===== src/rtl/spi_deserializer.sv =====
// ----------------------------------------------------------------------------
// spi_deserializer
//
// Receive end of the attenuator control link. Samples an SPI triple
// (SPI_clk / DataBit / CS) with the fabric clock and rebuilds each frame
// into a parallel word. A frame is CS low, then Shift_BitCount bits sampled
// on SPI_clk rising edges (LSB first), then CS high.
//
// Ports:
//   clk          fabric clock, all logic on its rising edge
//   rst_n        active-low reset, asynchronous assert, synchronised release
//   SPI_clk      serial clock from the transmitter (asynchronous to clk)
//   DataBit      serial data (asynchronous to clk)
//   CS           chip select, active-low (asynchronous to clk)
//   Data_Out     last good frame, zero-extended; held between good frames
//   Data_Valid   one-cycle pulse when Data_Out updates
//   Frame_Error  one-cycle pulse when a frame closes with the wrong bit count
//   Busy         high while a frame is being received
// ----------------------------------------------------------------------------
module spi_deserializer #(
    parameter int Register_Width = 32,
    parameter int Shift_BitCount = 24,
    parameter int SYNC_STAGES    = 2
) (
    input  logic                      clk,
    input  logic                      rst_n,
    input  logic                      SPI_clk,
    input  logic                      DataBit,
    input  logic                      CS,
    output logic [Register_Width-1:0] Data_Out,
    output logic                      Data_Valid,
    output logic                      Frame_Error,
    output logic                      Busy
);

    // Counter holds 0 .. Shift_BitCount+1; the top value marks an overlong frame.
    localparam int            CntW     = $clog2(Shift_BitCount + 2);
    localparam logic [CntW-1:0] CntFull = CntW'(Shift_BitCount);
    localparam logic [CntW-1:0] CntOver = CntW'(Shift_BitCount + 1);

    typedef enum logic [1:0] {
        IDLE = 2'd0,
        RECV = 2'd1,
        DONE = 2'd2
    } state_t;

    // ------------------------------------------------------------------
    // Reset: assert asynchronously, release on a clk edge.
    // ------------------------------------------------------------------
    logic [1:0] rst_sync_q;
    logic       rst_int_n;

    // NOTE: sequential state is written with non-blocking (<=) so every flop
    // samples the pre-edge values of the others, independent of block order.
    always_ff @(posedge clk or negedge rst_n) begin
        if (!rst_n) rst_sync_q <= '0;
        else        rst_sync_q <= {rst_sync_q[0], 1'b1};
    end
    assign rst_int_n = rst_sync_q[1];

    // ------------------------------------------------------------------
    // Input synchronisers and edge detection. Chains reset to idle levels.
    // ------------------------------------------------------------------
    logic [SYNC_STAGES-1:0] spi_clk_sync_q, cs_sync_q, data_sync_q;
    logic [SYNC_STAGES-1:0] ready_q;
    logic                   spi_prev_q, cs_prev_q, armed_q;
    logic                   spi_s, cs_s, data_s, ready;
    logic                   spi_rise, cs_rise, cs_fall;

    always_ff @(posedge clk or negedge rst_int_n) begin
        if (!rst_int_n) begin
            spi_clk_sync_q <= '0;
            cs_sync_q      <= '1;
            data_sync_q    <= '0;
            spi_prev_q     <= 1'b0;
            cs_prev_q      <= 1'b1;
            ready_q        <= '0;
            armed_q        <= 1'b0;
        end else begin
            spi_clk_sync_q <= {spi_clk_sync_q[SYNC_STAGES-2:0], SPI_clk};
            cs_sync_q      <= {cs_sync_q[SYNC_STAGES-2:0], CS};
            data_sync_q    <= {data_sync_q[SYNC_STAGES-2:0], DataBit};
            spi_prev_q     <= spi_s;
            cs_prev_q      <= cs_s;
            ready_q        <= {ready_q[SYNC_STAGES-2:0], 1'b1};
            // Arm only after a real (not reset-forced) high CS level, so a
            // frame already under way at reset release is ignored.
            armed_q        <= armed_q | (ready & cs_s);
        end
    end

    assign spi_s    = spi_clk_sync_q[SYNC_STAGES-1];
    assign cs_s     = cs_sync_q[SYNC_STAGES-1];
    assign data_s   = data_sync_q[SYNC_STAGES-1];
    // High once the chains hold sampled input rather than reset levels.
    assign ready    = ready_q[SYNC_STAGES-1];
    assign spi_rise = spi_s & ~spi_prev_q;
    assign cs_rise  = cs_s & ~cs_prev_q;
    assign cs_fall  = ~cs_s & cs_prev_q & armed_q;

    // ------------------------------------------------------------------
    // Frame FSM
    // ------------------------------------------------------------------
    state_t                    state_q, state_d;
    logic [CntW-1:0]           cnt_q, cnt_d;
    logic [Shift_BitCount-1:0] sr_q, sr_d, in_bit;
    logic [Register_Width-1:0] data_out_q, data_out_d;
    logic                      valid_q, valid_d, err_q, err_d;

    always_ff @(posedge clk or negedge rst_int_n) begin
        if (!rst_int_n) begin
            state_q    <= IDLE;
            cnt_q      <= '0;
            sr_q       <= '0;
            data_out_q <= '0;
            valid_q    <= 1'b0;
            err_q      <= 1'b0;
        end else begin
            state_q    <= state_d;
            cnt_q      <= cnt_d;
            sr_q       <= sr_d;
            data_out_q <= data_out_d;
            valid_q    <= valid_d;
            err_q      <= err_d;
        end
    end

    always_comb begin
        // NOTE: every output of this block gets a default first; a path that
        // skipped an assignment would otherwise infer a latch.
        state_d    = state_q;
        cnt_d      = cnt_q;
        sr_d       = sr_q;
        data_out_d = data_out_q;
        valid_d    = 1'b0;
        err_d      = 1'b0;
        in_bit     = '0;
        in_bit[Shift_BitCount-1] = data_s;

        unique case (state_q)
            IDLE: begin
                if (cs_fall) begin
                    state_d = RECV;
                    cnt_d   = '0;
                    sr_d    = '0;
                end
            end
            RECV: begin
                // A bit arriving with the closing CS edge is counted first.
                if (spi_rise && cnt_q != CntOver) begin
                    sr_d  = (sr_q >> 1) | in_bit;
                    cnt_d = cnt_q + CntW'(1);
                end
                if (cs_rise) state_d = DONE;
            end
            DONE: begin
                if (cnt_q == CntFull) begin
                    data_out_d = Register_Width'(sr_q);
                    valid_d    = 1'b1;
                end else begin
                    err_d = 1'b1;
                end
                // A new frame starting right away is not lost.
                if (cs_fall) begin
                    state_d = RECV;
                    cnt_d   = '0;
                    sr_d    = '0;
                end else begin
                    state_d = IDLE;
                end
            end
            default: state_d = IDLE;
        endcase
    end

    assign Data_Out    = data_out_q;
    assign Data_Valid  = valid_q;
    assign Frame_Error = err_q;
    assign Busy        = (state_q == RECV);

endmodule


===== config.mk =====
export PLATFORM = sky130hd
export DESIGN_NAME = spi_deserializer
export DESIGN_NICKNAME = d
export VERILOG_FILES = /design/src/rtl/spi_deserializer.sv
export SDC_FILE = /design/constraint.sdc
export NUM_CORES = 1
export LEC_CHECK = 0
export CAP_MARGIN = 0
export CORE_AREA = 2 2 81 83
export CTS_CLUSTER_SIZE = 30
export DETAILED_ROUTE_END_ITERATION = 16
export DIE_AREA = 0 0 83 85
export PLACE_DENSITY = 0.81
export SLEW_MARGIN = 20
export SYNTH_ARGS = -nofsm -noshare
export SYNTH_HDL_FRONTEND = slang
export SYNTH_SLANG_ARGS = --single-unit

===== constraint.sdc =====
create_clock -name clk -period 3.1 [get_ports clk]
set_clock_uncertainty 0.15 [all_clocks]
set_input_delay 0.465 -clock clk [delete_from_list [all_inputs] [get_ports clk]]
set_output_delay 0.465 -clock clk [all_outputs]
set_load 0.03 [all_outputs]

==> impl_metrics.tcl <==
set metrics [dict create \
    place_area_um2 3280 \
    post-synth-top-area-fraction 0.559 \
    place_ws_ns 1.01 \
    cap_violations 0 \
    synth_top_family_by_area "simple AND/OR/NAND/NOR gates" \
    antenna_cells 0 \
    grt_pass1_vias 1793 \
    die_y_um 85 \
    yosysWarningCount 0 \
    die_width_um 83 \
    final.setup.tns_ns 0 \
    post-route-drc-count 0 \
    grt_setup_unrepaired "no" \
    start_util 0.483 \
    drive_gt1_frac 0.191 \
    avgViaCountPerCell 5.31 \
    synthTopCellsByArea "dfrtp_1 (56%), mux2_4 (9.5%), o211ai_1 (6.3%)" \
    drtPass1Iterations 4 \
    p_per_area_nw_per_um2 521 \
    clock-sinks 70 \
    ys_seq_area_frac 0.586 \
    p_seq_frac 0.544 \
    critical_path.max_stage_delay_ns 0.70 \
    clock-root-buffer "clkbuf_8" \
    synth_top_flop_cell "dfrtp_1" \
    ctsHoldBuffers 0 \
    critPathKind "flop to output pin" \
    antenna_found_initial 0 \
    yosysTopAreaCell "dfrtp_1" \
    slew-limit-headroom 0.489 \
    cts-buffers-inserted 9 \
    synthAdderAreaFrac 0.0125 \
    start_kind "flop" \
    synth.distinct_cells 31 \
    worst_ep_arrival_time_ns 1.74 \
    peakVddDrop_mv 0.463 \
    worst_path_max_delay_cell "clkdlybuf4s50_1" \
    multi_input_area_um2 1060 \
    final_cells 344 \
    period_share 0.759 \
    core-area_um2 6200 \
    vias 1828 \
    cts_tree "yes" \
    grt_util_all_layers 0.154 \
    finalHoldViolCount 0 \
    p_clk_frac 0.374 \
    holdWs_ns 0.133 \
    core.rowCount 29 \
    power.internal_mw 1.37 \
    wirelength_um 4960 \
    power.switching_uw 434 \
    worstMarginPinSlew_ns 0.762 \
    fin_nets 271 \
    htree_levels 3 \
    async_reset_ff_frac 1.00 \
    regArea_um2 1760 \
    netlist_instances 233 \
    ant_nets 0 \
    grt_max_degree 37 \
    required_ns 2.48 \
    combPwrFrac 0.081 \
    port_buffers 31 \
    setup_viol 0 \
    fin_area_um2 3460 \
    critPathCaptureType "output pin" \
    synthMuxAreaShare 0.114 \
    path_clk_slew_ns 0.07 \
    dp_hpwl_um 3220 \
    avgSynthCellArea_um2 12.9 \
    clk_latency_ns 0.33 \
    cts_resized 0 \
    io-pin-count 40 \
    worst_slack_ns 0.747 \
    synth-xor-area-share 0.00292 \
    drtIter0Drc 126 \
    wl_per_cell_um 14.4 \
    ys_ff_latch 70 \
    finalCriticalPeriod_ns 2.35 \
    final_core_util 0.558 \
    max_freq_mhz 425 \
    crit_chain "nor2b_1 > clkdlybuf4s50_1" \
    synthSimpleGateAreaFrac 0.129 \
    synth_compound_area_frac 0.0839 \
    path_max_fanout 8 \
    dp_cells 329 \
    grt_pass1_wl_um 8600 \
    status "complete, no violations" \
    synth-edff-count 0 \
    p_sw_frac 0.241 \
    area_delta_synth_final_pct 15.6 \
    report.power.total_mw 1.80 \
    hold_path.class "input port to async pin" \
    overflow 0 \
    n_fill_cell 499 \
    cts_setup_buffers 0 \
    p_leak_nw 1.69 \
    clockBufferDepth 2 \
    synthesis.area_um2 3000 \
    yosys-top-cells-count "dfrtp_1 (67), nand3_1 (29), nand2_1 (27)" \
    gp_congestion 0.738 \
    dieArea_um2 7060 \
    drv_slew 0 \
    yosysMostFrequentCell "dfrtp_1" \
]
## power by group through the flow
stage | clock, mW | sequential [mW] | combinational [mW]
2_1_floorplan | 0 | 0.995 | 0.117
3_3_place_gp | 0 | 0.995 | 0.141
3_5_place_dp | 0 | 0.998 | 0.149
4_1_cts | 0.700 | 0.982 | 0.149
5_1_grt | 0.746 | 0.987 | 0.164
6_report | 0.675 | 0.982 | 0.147
## kinds of logic after synthesis
group                      Yosys count
muxes                               24
and+or+nand+nor                     68
AOI/OAI and AO/OA                   35
other                                2
adders and majority gates            3
buffers and inverters               30
xor gates and xnor gates             1
DFF                                 70
## critical path: cells and delay by family (launching register included)
family                 cells  cell delay, ns
DFF                        1            0.46
and+or+nand+nor            1            0.24
buffers and inverters      1            0.70
## final cells by class
type	instances	share of cell area
Sequential cell	70	0.507
Multi-Input combinational cell	141	0.307
Inverter	6	0.00650
Timing Repair Buffer	35	0.0982
Tap cell	77	0.0278
Clock buffer	15	0.0538
## layout by cell type, fill, tap and decap left out
master / instances
dfrtp_1: 66
clkdlybuf4s50_1: 31
nand3_1: 29
nand2_1: 27
o211ai_1: 25
mux2_4: 19
clkbuf_8: 13
conb_1: 10
inv_1: 6
mux2_2: 5
buf_4: 4
nor2b_1: 3
o21ai_0: 3
ha_1: 3
dfstp_2: 3
nand4bb_1: 2
o22ai_1: 2
a21oi_1: 2
clkbuf_1: 2
a21o_1: 1
nand2b_2: 1
nand4b_4: 1
nor2_8: 1
and4bb_2: 1
nand4b_2: 1
xnor2_1: 1
and4b_1: 1
o21ai_2: 1
nor3b_1: 1
o2bb2a_1: 1
dfrtp_2: 1
## metal layers
layer / GRT usage / share of wire / vias up
li1: - / - / 859
met4: 0.0715 / 0.021 / 0
met5: 0 / 0 / -
met2: 0.235 / 0.46 / 48
met3: 0.0447 / 0.045 / 10
met1: 0.207 / 0.47 / 911
## sequential cells by signal, summed over array words and instances (netlist names)
signal	cells
Data_Out	24
cnt_q	5
data_sync_q	2
rst_sync_q	2
Frame_Error	1
cs_sync_q	2
spi_clk_sync_q	2
cs_prev_q	1
sr_q	24
spi_prev_q	1
state_q	2
armed_q	1
ready_q	2
Data_Valid	1
## path summary, 6_finish.rpt
check	from	end	slack [ns]	cells past startpoint
hold reg to reg	rst_sync_q[1]	Data_Out[18]	0.17	0
min in group clk	ready_q[0]	ready_q[1]	0.20	0
max in group asynchronous	rst_sync_q[1]	sr_q[2]	1.73	1
hold / removal	rst_n	rst_sync_q[0]	0.13	1
setup / recovery	state_q[0]	Busy	0.75	2
setup reg to reg	state_q[0]	sr_q[19]	1.02	4
Power figures use the tool's default switching activity.
